[config.mk]
export PLATFORM = sky130hd
export DESIGN_NAME = spi_responder
export DESIGN_NICKNAME = d
export VERILOG_FILES = /design/src/rtl/spi_pkg.sv /design/src/rtl/spi_input_sync.sv /design/src/rtl/spi_responder.sv
export SDC_FILE = /design/constraint.sdc
export NUM_CORES = 1
export LEC_CHECK = 0
export CAP_MARGIN = 10
export CORE_MARGIN = 4
export CORE_UTILIZATION = 45
export CTS_CLUSTER_SIZE = 16
export DETAILED_ROUTE_END_ITERATION = 16
export GPL_ROUTABILITY_DRIVEN = 0
export PLACE_DENSITY = 0.67
export RECOVER_POWER = 50
export SLEW_MARGIN = 20
export SYNTH_ARGS = -nofsm -noshare
export SYNTH_HDL_FRONTEND = slang
export SYNTH_SLANG_ARGS = --single-unit
[constraint.sdc]
create_clock -name clock_in -period 2.3 [get_ports clock_in]
set_clock_uncertainty 0.2 [all_clocks]
set_input_delay 0.46 -clock clock_in [delete_from_list [all_inputs] [get_ports clock_in]]
set_output_delay 0.46 -clock clock_in [all_outputs]
set_load 0.02 [all_outputs]
[src/rtl/spi_pkg.sv]
//------------------------------------------------------------------------------
// spi_pkg
// Shared FSM state type, synchronizer depth and counter sizing for spi_responder.
// Revision: 1.0
//------------------------------------------------------------------------------
`default_nettype none

package spi_pkg;

  typedef enum logic [0:0] {
    IDLE  = 1'b0,
    SHIFT = 1'b1
  } state_e;

  localparam int SYNC_STAGES = 2;

  function automatic int cnt_width(input int data_width);
    return $clog2(data_width);
  endfunction

endpackage

`default_nettype wire

[src/rtl/spi_input_sync.sv]
//------------------------------------------------------------------------------
// spi_input_sync
// N-flop synchronizer per bit, with a history flop and registered rise/fall strobes.
// Revision: 1.0
//------------------------------------------------------------------------------
`default_nettype none

module spi_input_sync
  import spi_pkg::*;
#(
  parameter int               WIDTH     = 3,
  parameter int               STAGES    = SYNC_STAGES,
  parameter logic [WIDTH-1:0] RESET_VAL = '0
) (
  input  logic             clock_in,
  input  logic             reset,
  input  logic [WIDTH-1:0] async_in,
  output logic [WIDTH-1:0] level,
  output logic [WIDTH-1:0] rise,
  output logic [WIDTH-1:0] fall
);

  logic [STAGES-1:0][WIDTH-1:0] sync_q, sync_d;
  logic [WIDTH-1:0]             prev_q, prev_d;
  logic [WIDTH-1:0]             rise_q, rise_d;
  logic [WIDTH-1:0]             fall_q, fall_d;

  always_comb begin
    sync_d[0] = async_in;
    for (int i = 1; i < STAGES; i++) begin
      sync_d[i] = sync_q[i-1];
    end
    prev_d = sync_q[STAGES-1];
    rise_d = sync_q[STAGES-1] & ~prev_q;
    fall_d = ~sync_q[STAGES-1] & prev_q;
  end

  always_ff @(posedge clock_in or posedge reset) begin
    if (reset) begin
      sync_q <= {STAGES{RESET_VAL}};
      prev_q <= RESET_VAL;
      rise_q <= '0;
      fall_q <= '0;
    end else begin
      sync_q <= sync_d;
      prev_q <= prev_d;
      rise_q <= rise_d;
      fall_q <= fall_d;
    end
  end

  // level is the history flop so it lines up with the strobes
  assign level = prev_q;
  assign rise  = rise_q;
  assign fall  = fall_q;

endmodule

`default_nettype wire

[src/rtl/spi_responder.sv]
//------------------------------------------------------------------------------
// spi_responder
// SPI mode-0 responder on the system clock with a one-word TX holding buffer.
// SPI_RESPONDER_LSB_FIRST_EN selects LSB-first in both directions.
// Revision: 1.0
//------------------------------------------------------------------------------
`default_nettype none

module spi_responder
  import spi_pkg::*;
#(
  parameter int DATA_WIDTH = 8,
  parameter int TX_IDLE    = 0
) (
  input  logic                  clock_in,
  input  logic                  reset,
  input  logic                  spi_sck,
  input  logic                  spi_cs_n,
  input  logic                  spi_mosi,
  output logic                  spi_miso,
  output logic                  spi_miso_oe,
  input  logic [DATA_WIDTH-1:0] tx_data,
  input  logic                  tx_valid,
  output logic                  tx_ready,
  output logic [DATA_WIDTH-1:0] rx_data,
  output logic                  rx_valid,
  output logic                  tx_underrun,
  output logic                  busy
);

  localparam int                    CW        = cnt_width(DATA_WIDTH);
  localparam logic [CW-1:0]         LAST_BIT  = CW'(DATA_WIDTH - 1);
  localparam logic [DATA_WIDTH-1:0] IDLE_WORD = DATA_WIDTH'(TX_IDLE);
`ifdef SPI_RESPONDER_LSB_FIRST_EN
  localparam int                    OUT_IDX   = 0;
`else
  localparam int                    OUT_IDX   = DATA_WIDTH - 1;
`endif

  logic [2:0] sync_level, sync_rise, sync_fall;
  logic       sck_rise, sck_fall, cs_rise, cs_fall, mosi_s;
  logic       unused_sync;

  spi_input_sync #(
    .WIDTH     (3),
    .STAGES    (SYNC_STAGES),
    .RESET_VAL (3'b010)
  ) u_input_sync (
    .clock_in (clock_in),
    .reset    (reset),
    .async_in ({spi_mosi, spi_cs_n, spi_sck}),
    .level    (sync_level),
    .rise     (sync_rise),
    .fall     (sync_fall)
  );

  assign sck_rise    = sync_rise[0];
  assign sck_fall    = sync_fall[0];
  assign cs_rise     = sync_rise[1];
  assign cs_fall     = sync_fall[1];
  assign mosi_s      = sync_level[2];
  assign unused_sync = ^{sync_rise[2], sync_fall[2], sync_level[1:0]};

  state_e                state_q, state_d;
  logic [CW-1:0]         bit_cnt_q, bit_cnt_d;
  logic                  reload_q, reload_d;
  logic [DATA_WIDTH-1:0] tx_shift_q, tx_shift_d;
  logic [DATA_WIDTH-1:0] rx_shift_q, rx_shift_d;
  logic [DATA_WIDTH-1:0] rx_data_q, rx_data_d;
  logic                  rx_valid_q, rx_valid_d;
  logic                  underrun_q, underrun_d;
  logic                  busy_q, busy_d;
  logic                  miso_q, miso_d;
  logic [DATA_WIDTH-1:0] buf_q, buf_d;
  logic                  buf_empty_q, buf_empty_d;

  logic [DATA_WIDTH-1:0] next_word, rx_next, tx_shifted;
  logic                  start_word, consume;

  assign next_word = buf_empty_q ? IDLE_WORD : buf_q;
`ifdef SPI_RESPONDER_LSB_FIRST_EN
  assign rx_next    = {mosi_s, rx_shift_q[DATA_WIDTH-1:1]};
  assign tx_shifted = {1'b0, tx_shift_q[DATA_WIDTH-1:1]};
`else
  assign rx_next    = {rx_shift_q[DATA_WIDTH-2:0], mosi_s};
  assign tx_shifted = {tx_shift_q[DATA_WIDTH-2:0], 1'b0};
`endif

  // A word starts at select, or on the falling edge right after a word completes
  assign start_word = ((state_q == IDLE) && cs_fall) ||
                      ((state_q == SHIFT) && !cs_rise && sck_fall && reload_q);

  always_comb begin
    state_d     = state_q;
    bit_cnt_d   = bit_cnt_q;
    reload_d    = reload_q;
    tx_shift_d  = tx_shift_q;
    rx_shift_d  = rx_shift_q;
    rx_data_d   = rx_data_q;
    rx_valid_d  = 1'b0;
    underrun_d  = 1'b0;
    busy_d      = busy_q;
    miso_d      = miso_q;
    buf_d       = buf_q;
    buf_empty_d = buf_empty_q;
    consume     = 1'b0;

    if (start_word) begin
      tx_shift_d = next_word;
      miso_d     = next_word[OUT_IDX];
      underrun_d = buf_empty_q;
      consume    = !buf_empty_q;
      reload_d   = 1'b0;
    end

    case (state_q)
      IDLE: begin
        if (cs_fall) begin
          state_d    = SHIFT;
          busy_d     = 1'b1;
          bit_cnt_d  = '0;
          rx_shift_d = '0;
        end
      end
      SHIFT: begin
        if (cs_rise) begin
          state_d   = IDLE;
          busy_d    = 1'b0;
          miso_d    = 1'b0;
          bit_cnt_d = '0;
          reload_d  = 1'b0;
        end else begin
          if (sck_rise) begin
            rx_shift_d = rx_next;
            if (bit_cnt_q == LAST_BIT) begin
              rx_data_d  = rx_next;
              rx_valid_d = 1'b1;
              bit_cnt_d  = '0;
              reload_d   = 1'b1;
            end else begin
              bit_cnt_d = bit_cnt_q + CW'(1);
            end
          end
          if (sck_fall && !reload_q) begin
            tx_shift_d = tx_shifted;
            miso_d     = tx_shifted[OUT_IDX];
          end
        end
      end
      default: state_d = IDLE;
    endcase

    if (tx_valid && buf_empty_q) begin
      buf_d       = tx_data;
      buf_empty_d = 1'b0;
    end else if (consume) begin
      buf_empty_d = 1'b1;
    end
  end

  always_ff @(posedge clock_in or posedge reset) begin
    if (reset) begin
      state_q     <= IDLE;
      bit_cnt_q   <= '0;
      reload_q    <= 1'b0;
      tx_shift_q  <= '0;
      rx_shift_q  <= '0;
      rx_data_q   <= '0;
      rx_valid_q  <= 1'b0;
      underrun_q  <= 1'b0;
      busy_q      <= 1'b0;
      miso_q      <= 1'b0;
      buf_q       <= '0;
      buf_empty_q <= 1'b1;
    end else begin
      state_q     <= state_d;
      bit_cnt_q   <= bit_cnt_d;
      reload_q    <= reload_d;
      tx_shift_q  <= tx_shift_d;
      rx_shift_q  <= rx_shift_d;
      rx_data_q   <= rx_data_d;
      rx_valid_q  <= rx_valid_d;
      underrun_q  <= underrun_d;
      busy_q      <= busy_d;
      miso_q      <= miso_d;
      buf_q       <= buf_d;
      buf_empty_q <= buf_empty_d;
    end
  end

  assign spi_miso    = miso_q;
  assign spi_miso_oe = busy_q;
  assign tx_ready    = buf_empty_q;
  assign rx_data     = rx_data_q;
  assign rx_valid    = rx_valid_q;
  assign tx_underrun = underrun_q;
  assign busy        = busy_q;

endmodule

`default_nettype wire

==> summary.md, run 1 <==
| Metric | Value |
|---|---|
| Status | `complete, no violations` |
| TNS Setup | `0 ns` |
| Slew @ Worst Pin | `1.020 ns` |
| HP Class | `register to register` |
| Reg-to-Reg Start | `state_q` |
| Worst-Skew Late Latency | `~0.31 ns` |
| WS Path Type | `register to primary output` |
| Die X | `78.92 µm` |
| Buffers on Ports | `27` |
| Critical-path top delay cell | `clkdlybuf4s50_1` |
| Core ar. | `approximately 4800 µm²` |
| Final hold viol count | `0` |
| Flop-to-flop setup slack | `0.31 ns` |
| Final Max Tran Viols | `0` |
| Dpl hpwl | `between 2 and 3 mm` |
| Post-CTS sizing | `0` |
| Number of global-route vias before repair | `1505` |
| Initial antenna violation count | `0` |
| # Post-CTS Setup Buffers | `0` |
| Worst reg2reg endpoint | `tx_shift_q[1]` |
| Htree depth | `2` |
| Peak supply drop | `616.0 µV` |
| Hold Crit Depth | `0` |
| Die footprint | `6228 µm²` |
| Tmin final | `2.227 ns` |
| Nets | `222` |
| Via-per-instance ratio | `5.223` |
| Post-synth EDFFs | `0` |
| Total number of vias | `1431` |
| Post-synth top area share | `about 54%` |
| Total GRT Usage | `13.60%` |
| Fraction of layout instances using a drive strength above 1 | `between 10% and 20%` |
| Drt total wl | `3.719 mm` |
| First-pass GRT wire length | `6.768 mm` |
| Crit path max-delay family | `buffers and inverters` |
| Most common cell after layout, fill and taps aside | `dfrtp_1` |
| Largest net degree at the start of global routing | `34` |
| Deepest clock path buffer count | `2` |
| Lkg Pwr | `1.225 nW` |
| Peak Freq | `about 0.45 GHz` |
| Register area share after synthesis | `between 50% and 60%` |
| Main synth FF type | `dfrtp_1` |
| Hold_sp | `u_input_sync.prev_d[2]` |
| Crit path cell chain | `clkdlybuf4s50_1` |
| CP Capture Type | `primary output` |
| Die Y | `78.92 µm` |
| Fin cells | `274` |
| Starting Density | `47.29%` |
| Ys Warns | `0` |
| Util after Layout | `56.13%` |
| Area growth syn-to-layout | `18.68%` |
| Synthesized Nets | `between 150 and 200` |
| Worst-case reg-to-reg path depth | `4` |
| Antenna viol nets, final | `0` |
| I/O Pins | `28` |
| TritonCTS clock tree | `done` |
| Max_slew headroom | `32.03%` |
| Startpoint types | `register` |
| CP peak stage delay | `0.64 ns` |
| Pwr Density | `912.1 nW/µm²` |
| RSZ-0062 raised after global routing | `no` |
| Worst EP required | `approximately 1.6 ns` |
| Synth Register Bits | `between 50 and 60` |
| Hold Path End | `u_input_sync.level[2]` |
| Placed instance count | `between 200 and 300` |
| Netlist cell types | `36` |
| Max Cap Violations | `0` |
| Clock-pin slew on the worst setup and hold paths | `0.09 ns` |
| Cell Rows | `25` |
| Final Cycle Share | `96.82%` |
| Synthesized area | `2263 µm²` |
| Final Setup Violations | `0` |
| Critical path arrival | `1.57 ns` |
| Fillers | `roughly 390` |
| CTS Root Cell | `clkbuf_8` |
| Cts hold-fix bufs | `0` |
| DRT iter0 DRCs | `114` |
| Area leader, netlist | `dfrtp_1` |
| # DRC | `0` |
| Remaining global-route overflow | `0` |
| Top cells by area, synth | `dfrtp_1, mux2_2, dfstp_2` |
| Post-Syn Area per Cell | `between 10 and 15 µm²` |
| Ys async rst share | `100.0%` |
| Clk sinks | `53` |
| Ant diodes | `0` |
| Most frequent cells in the layout | `dfrtp_1, clkdlybuf4s50_1, nand3_1, nand2_1, mux2_2` |
| DR pass1 iterations | `4` |
| Worst Path Max Fanout | `12` |
| DR WL/cell | `13.57 µm` |
| Post-Syn Instances | `179` |
| Buf+Inv Stages, Crit Path | `1` |
| Tot Pwr | `between 0.002 and 0.0025 W` |
| Clock buffer count from CTS | `5` |
## kinds of logic (layout without fill, tap and decap cells)
family	Yosys count	after routing	synth area share [%]
AO/OA/AOI/OAI	32	32	10.61
adder cells (fa/ha/maj)	2	2	1.105
buffers and inverters	18	46	4.477
flip-flops	53	53	58.82
multiplexers	18	18	8.955
AND/OR/NAND/NOR	56	56	16.03
## worst max path at each step
stage                     startpoint            end  slack, ns  cells past startpoint
after floorplan                reset   bit_cnt_q[0]       0.36                      1
after global placement      tx_ready       tx_ready       0.43                      1
after detailed placement     state_q  tx_shift_q[4]       0.37                      4
after CTS                   tx_ready       tx_ready       0.06                      1
after global routing        tx_ready       tx_ready       0.01                      1
final                       tx_ready       tx_ready       0.07                      1
## cell type report
cell class | count | area (µm²) | share of cell area [%]
sequential | 53 | 1331 | 49.56
multi-input combinational | 108 | 830.8 | 30.93
timing repair buffer | 33 | 309.0 | 11.50
tap | 67 | 83.83 | 3.121
clock buffer | 5 | 68.82 | 2.562
clock inverter | 3 | 43.79 | 1.630
inverter | 5 | 18.77 | 0.6986
## registers in the layout, summed over array words and instances, names as in the netlist, 2 cells and up
name                 flops
bit_cnt_q                3
buf_q                    8
rx_data                  8
rx_shift_q               7
tx_shift_q               7
u_input_sync.fall        2
u_input_sync.level       3
u_input_sync.prev_d      3
u_input_sync.rise        2
u_input_sync.sync_d      3
## stage by stage
step	cell area, µm²	hold WS, ns	setup WS, ns
4_1_cts	2693	0.1596	0.06246
3_5_place_dp	2580	0.1379	0.3650
6_report	2686	0.1579	0.07305
3_3_place_gp	2580	0.1326	0.4291
2_1_floorplan	2263	0.1312	0.3604
5_1_grt	2686	0.1614	0.01455
## routing by layer
layer	GRT usage, %	routed length (µm)
met5	0	0
met2	21.65	1722
met3	3.515	200
met4	6.357	68
met1	17.41	1728
## power breakdown
part	switching [W]	total (W)	internal, W	leakage [nW]
Sequential	0.000156	0.00127	0.00112	0.672
Combinational	0.000224	0.000542	0.000318	0.494
Clock	0.000309	0.000635	0.000326	0.0585
## cells in the mapped netlist, types with 5 or more instances
| master | instances |
|---|---|
| o22a_1 | 6 |
| a311o_1 | 6 |
| nand3_1 | 10 |
| inv_1 | 5 |
| mux2_2 | 10 |
| a21oi_1 | 9 |
| nand2_1 | 10 |
| nand4_1 | 7 |
| nor2b_1 | 5 |
| buf_2 | 9 |
| nand2b_1 | 7 |
| mux2_1 | 8 |
| dfrtp_1 | 49 |
| nor3b_1 | 7 |
Power figures use the tool's default switching activity.
==> run 2, diff against run 1 <==
- SLEW_MARGIN: 20 -> 0
==> results of run 2 <==
The final DEF is identical to that of run 1; final timing and power are the same.
